==> config.mk <==
export PLATFORM = sky130hd
export DESIGN_NAME = mem_arbiter
export DESIGN_NICKNAME = d
export VERILOG_FILES = /design/src/rtl/mem_arbiter_pkg.sv /design/src/rtl/mem_arbiter_sat_counter16.sv /design/src/rtl/mem_arbiter.sv
export SDC_FILE = /design/constraint.sdc
export NUM_CORES = 1
export LEC_CHECK = 0
export CAP_MARGIN = 20
export CORE_UTILIZATION = 35
export DETAILED_ROUTE_END_ITERATION = 8
export PLACE_DENSITY = 0.71
export SYNTH_ARGS = -nofsm -noshare
export SYNTH_HDL_FRONTEND = slang
export SYNTH_SLANG_ARGS = --single-unit
==> constraint.sdc <==
create_clock -name clk -period 1.65 [get_ports clk]
set_input_delay 0.165 -clock clk [delete_from_list [all_inputs] [get_ports clk]]
set_output_delay 0.165 -clock clk [all_outputs]
set_load 0.01 [all_outputs]
==> src/rtl/mem_arbiter_pkg.sv <==
// Shared definitions for the decoder/host memory arbiter: state encoding,
// default bus widths, requester identifiers and the round-robin pick.
package mem_arbiter_pkg;

    localparam int unsigned ADDR_W_DEF = 16;
    localparam int unsigned DATA_W_DEF = 32;
    localparam int unsigned CNT_W      = 16;

    typedef enum logic [2:0] {
        ST_IDLE     = 3'd0,
        ST_ISSUE_WR = 3'd1,
        ST_ISSUE_RD = 3'd2,
        ST_CAPTURE  = 3'd3,
        ST_ACK      = 3'd4
    } state_e;

    typedef enum logic {
        REQ_DEC  = 1'b0,
        REQ_HOST = 1'b1
    } req_id_e;

    // On a tie the requester that did not win last time gets the grant.
    function automatic req_id_e pick_grant(input logic d_req, input logic h_req,
                                           input req_id_e last);
        req_id_e win;
        if (d_req && h_req) begin
            win = (last == REQ_HOST) ? REQ_DEC : REQ_HOST;
        end else if (d_req) begin
            win = REQ_DEC;
        end else begin
            win = REQ_HOST;
        end
        return win;
    endfunction

endpackage

==> src/rtl/mem_arbiter_sat_counter16.sv <==
// 16-bit enabled up-counter that sticks at all-ones instead of wrapping.
module sat_counter16
    import mem_arbiter_pkg::*;
(
    input  logic             clk,
    input  logic             rst_n,
    input  logic             en,
    output logic [CNT_W-1:0] count
);

    logic [CNT_W-1:0] count_q;

    always_ff @(posedge clk or negedge rst_n) begin
        if (!rst_n) begin
            count_q <= '0;
        end else if (en && (count_q != '1)) begin
            count_q <= count_q + CNT_W'(1);
        end
    end

    assign count = count_q;

endmodule

==> src/rtl/mem_arbiter.sv <==
// Arbitrates decoder writes and host reads onto a single-port memory,
// one transaction at a time, round-robin on simultaneous requests.
module mem_arbiter
    import mem_arbiter_pkg::*;
#(
    parameter int unsigned ADDR_W = ADDR_W_DEF,
    parameter int unsigned DATA_W = DATA_W_DEF
) (
    input  logic              clk,
    input  logic              reset,
    input  logic              dec_req,
    input  logic [ADDR_W-1:0] dec_adr,
    input  logic [DATA_W-1:0] dec_data,
    output logic              dec_ack,
    input  logic              host_req,
    input  logic [ADDR_W-1:0] host_adr,
    output logic              host_ack,
    output logic [DATA_W-1:0] host_data,
    output logic              mem_start,
    output logic              mem_rwn,
    output logic [ADDR_W-1:0] mem_adr,
    output logic [DATA_W-1:0] mem_data,
    input  logic [DATA_W-1:0] mem_rdata,
    output logic              busy,
    output logic [CNT_W-1:0]  wr_count,
    output logic [CNT_W-1:0]  rd_count
);

    state_e  state;
    req_id_e last_grant;
    req_id_e win;
    logic    wr_done;
    logic    rd_done;

    assign win = pick_grant(dec_req, host_req, last_grant);

    // The mem_adr/mem_data registers double as the latched request payload.
    always_ff @(posedge clk or negedge reset) begin
        if (!reset) begin
            state      <= ST_IDLE;
            last_grant <= REQ_HOST;
            dec_ack    <= 1'b0;
            host_ack   <= 1'b0;
            host_data  <= '0;
            mem_start  <= 1'b0;
            mem_rwn    <= 1'b1;
            mem_adr    <= '0;
            mem_data   <= '0;
            busy       <= 1'b0;
        end else begin
            dec_ack   <= 1'b0;
            host_ack  <= 1'b0;
            mem_start <= 1'b0;
            mem_rwn   <= 1'b1;
            case (state)
                ST_IDLE: begin
                    if (dec_req || host_req) begin
                        last_grant <= win;
                        busy       <= 1'b1;
                        mem_start  <= 1'b1;
                        if (win == REQ_DEC) begin
                            state    <= ST_ISSUE_WR;
                            mem_rwn  <= 1'b0;
                            mem_adr  <= dec_adr;
                            mem_data <= dec_data;
                        end else begin
                            state   <= ST_ISSUE_RD;
                            mem_adr <= host_adr;
                        end
                    end
                end
                ST_ISSUE_WR: begin
                    state   <= ST_ACK;
                    dec_ack <= 1'b1;
                end
                ST_ISSUE_RD: begin
                    state <= ST_CAPTURE;
                end
                ST_CAPTURE: begin
                    state     <= ST_ACK;
                    host_data <= mem_rdata;
                    host_ack  <= 1'b1;
                end
                ST_ACK: begin
                    state <= ST_IDLE;
                    busy  <= 1'b0;
                end
                default: begin
                    state <= ST_IDLE;
                    busy  <= 1'b0;
                end
            endcase
        end
    end

    // Counts land at the end of ACK, so an aborted transaction never counts.
    assign wr_done = (state == ST_ACK) && (last_grant == REQ_DEC);
    assign rd_done = (state == ST_ACK) && (last_grant == REQ_HOST);

    sat_counter16 u_wr_cnt (
        .clk   (clk),
        .rst_n (reset),
        .en    (wr_done),
        .count (wr_count)
    );

    sat_counter16 u_rd_cnt (
        .clk   (clk),
        .rst_n (reset),
        .en    (rd_done),
        .count (rd_count)
    );

endmodule
==> results.ini <==
[die]
die-area_um2 = 14740
ioPinCount = 217
fp-row-count = 43
dieWidth_um = 121.4
initial_core_util = 0.3596
core-area_um2 = 13880
die_h_um = 121.4

[run_status]
status = complete, but fails checks
violations = setup timing

[clock_tree]
clk_pin_slew_ns = 0.05
cts_tree = done
cts_sinks = 121
clock-root-buffer = clkbuf_16
htree_levels = 4
numCtsBuffers = 17
clock_path_buffers = 2
clock_latency_ns = 0.41

[final_layout]
layout.nets = 752
fill_cells = 1103
multiInputGateArea_um2 = 2085
register_area_um2 = 3035
antenna_cells = 0
drive_gt1_frac = 0.2971
area_growth_syn_to_layout_pct = 73.60

[placed_design]
dp.final_hpwl_um = 9405
io_buffers = 216
gp_congestion = 0.7758

[drt]
wl_per_cell_um = 15.77
drt_iter0_drc = 131
vias = 3984
drc_errors = 0
drtAntennaViolNets = 0
wl_um = 13300
via_per_inst = 4.726
drt-pass1-iter-count = 4

[critical_path]
critical_path_arrival_ns = 2.14
cp-end-kind = flop
crit_required_ns = 1.98
critPathMaxFanout = 5
start_kind = flop
crit_type = reg2reg

[timing]
max-slew-margin-rel = 0.6657
finClkSkew_ns = 0.007147
min_period_over_period = 1.098
hold-worst-slack_ns = 0.2757
fin_crit_ns = 1.812
setup_violations = 16
hold_viol = 0
slew_viol_final = 0
rsz0062_at_grt = true
tightest_slew_ns = 0.5014
setup_slack_ns = -0.1620
tns_ns = -1.253
fmaxAchievable_ghz = 0.5519

[yosys]
synthArstFlopShare = 1.000
postSynthCellCount = 370
ys_warn_count = 0
synth_edf_count = 0
seq_area_frac_synth = 0.6072
synth-seq-cells = 121
syn_area_per_cell_um2 = 13.49
ys_types = 39
dominantRegCellSynth = dfrtp_1
syn_nets = 472
synth_area_um2 = 4991

[pwr]
p_per_area_nw_per_um2 = 1626
p_leak_uw = 0.003886
ir_drop_uv = 1062

[min_path]
hp-class = in2async

[run]
max_cap_violations = 0

[global_routing]
grt_pass1_vias = 4177
antenna_found_initial = 0
grt_max_degree = 41
grt_first_pass_wirelength_um = 20040
grt_overflow_total = 0
grt_usage = 0.1780

## worst max-delay path, stage by stage, from the launching register on
cell	delay [ns]
dfrtp_1	0.38
or4b_4	0.54
or3b_4	0.45
nor4_2	0.19
xor2_1	0.17
## kinds of logic after synthesis
kind of cell / after synthesis / synth area share
AOI/OAI and AO/OA: 25 / 0.02758
muxes: 82 / 0.1810
adders and majority gates: 2 / 0.005013
DFF: 121 / 0.6072
xor gates and xnor gates: 29 / 0.05089
and+or+nand+nor: 90 / 0.1108
buffers and inverters: 21 / 0.01755
## routing by layer
| metal | track usage | routed length (um) | up-vias |
|---|---|---|---|
| met3 | 0.06391 | 964 | 20 |
| met2 | 0.2969 | 6679 | 142 |
| met4 | 0.08256 | 278 | 0 |
| met1 | 0.2024 | 5373 | 1951 |
| li1 | - | - | 1871 |
| met5 | 0 | 0 | - |
## final timing paths
path                                from                 end  slack, ns  depth (start not counted)
setup reg to reg                state[1]  u_wr_cnt.count[15]      -0.16                          4
min in group clk           mem_rdata[24]       host_data[24]       0.36                          2
setup / recovery                state[1]  u_wr_cnt.count[15]      -0.16                          4
hold / removal                     reset        mem_data[10]       0.28                          2
max in group asynchronous          reset       host_data[27]       0.77                          3
hold reg to reg                     busy                busy       0.49                          1
## layout make-up
class,count,share of cell area
Clock buffer,23,0.05516
Multi-Input combinational cell,228,0.2406
Inverter,7,0.003032
Tap cell,180,0.02599
Timing Repair Buffer,275,0.3188
Clock inverter,9,0.006065
Sequential cell,121,0.3503
## state kept, by name (all words and copies together) (netlist names), 3 cells and up
name and cells:
host_data 32, mem_adr 16, mem_data 32, state 3, u_rd_cnt.count 16, u_wr_cnt.count 16
## timing repair
item | CTS | global route
hold buffers | 1 | 0
pin swaps | 2 | 19
cloned | 0 | 2
hold endpoints to repair | 30 | 0
setup buffers | 5 | 9
resized for setup | 16 | 37
setup endpoints to repair | 24 | 62
## synthesized netlist by cell type (2+ instances only)
master    count  area, um^2
ha_1          2       25.02
nor4_2        4       50.05
nor2_1       23       86.33
mux2_2       66       743.2
nor3b_1       3       22.52
or2_1         2       12.51
and4_1        3       26.28
nand2_1       9       33.78
nor3_2        2       20.02
buf_1         4       15.01
clkbuf_1      8       30.03
inv_1         7       26.28
dfstp_2       2       52.55
o21ai_0       3       15.01
mux2i_1      16       160.2
nor4_1        4       25.02
xnor2_1       2       17.52
xor2_1       27       236.5
dfrtp_1     119        2978
nand4_1       9       56.30
a21oi_1      17       85.08
nand3_1       8       40.04
o21a_1        2       15.01
nor3_1       13       65.06
## where the power goes
part	switching, uW	total, uW	internal [uW]
sequential	638	4830	4190
combinational	2280	5970	3680
clock	1280	3300	2020
total	4200	14100	9890
## layout by cell type (no fill, tap or decap), drive strengths merged, types with 2 or more instances in the layout
cell type,count
clkdlybuf4s50,206
dfrtp,119
mux2,66
buf,57
xor2,27
clkbuf,25
nor2,23
a21oi,17
mux2i,16
nor3,15
nand2,9
nand4,9
nor4,9
nand3,8
inv,7
dlymetal6s2s,7
clkinv,6
nor3b,4
and4,3
clkinvlp,3
o21ai,3
o21a,2
or2,2
xnor2,2
dfstp,2
dlygate4sd2,2
nor4b,2
ha,2
## per-stage QoR
step | area (um^2) | util | instances | total power (uW) | setup WS, ns
2_1_floorplan | 5039 | - | 370 | 7167 | -0.1600
3_3_place_gp | 7764 | 0.5593 | 795 | 10360 | -0.1450
3_5_place_dp | 7764 | 0.5593 | 795 | 10550 | -0.2008
4_1_cts | 8419 | 0.6065 | 833 | 13980 | -0.1664
5_1_grt | 8665 | 0.6242 | 843 | 14880 | -0.2362
6_report | 8665 | 0.6242 | 843 | 14090 | -0.1620
Note: power is estimated with default switching activity, not from simulation.
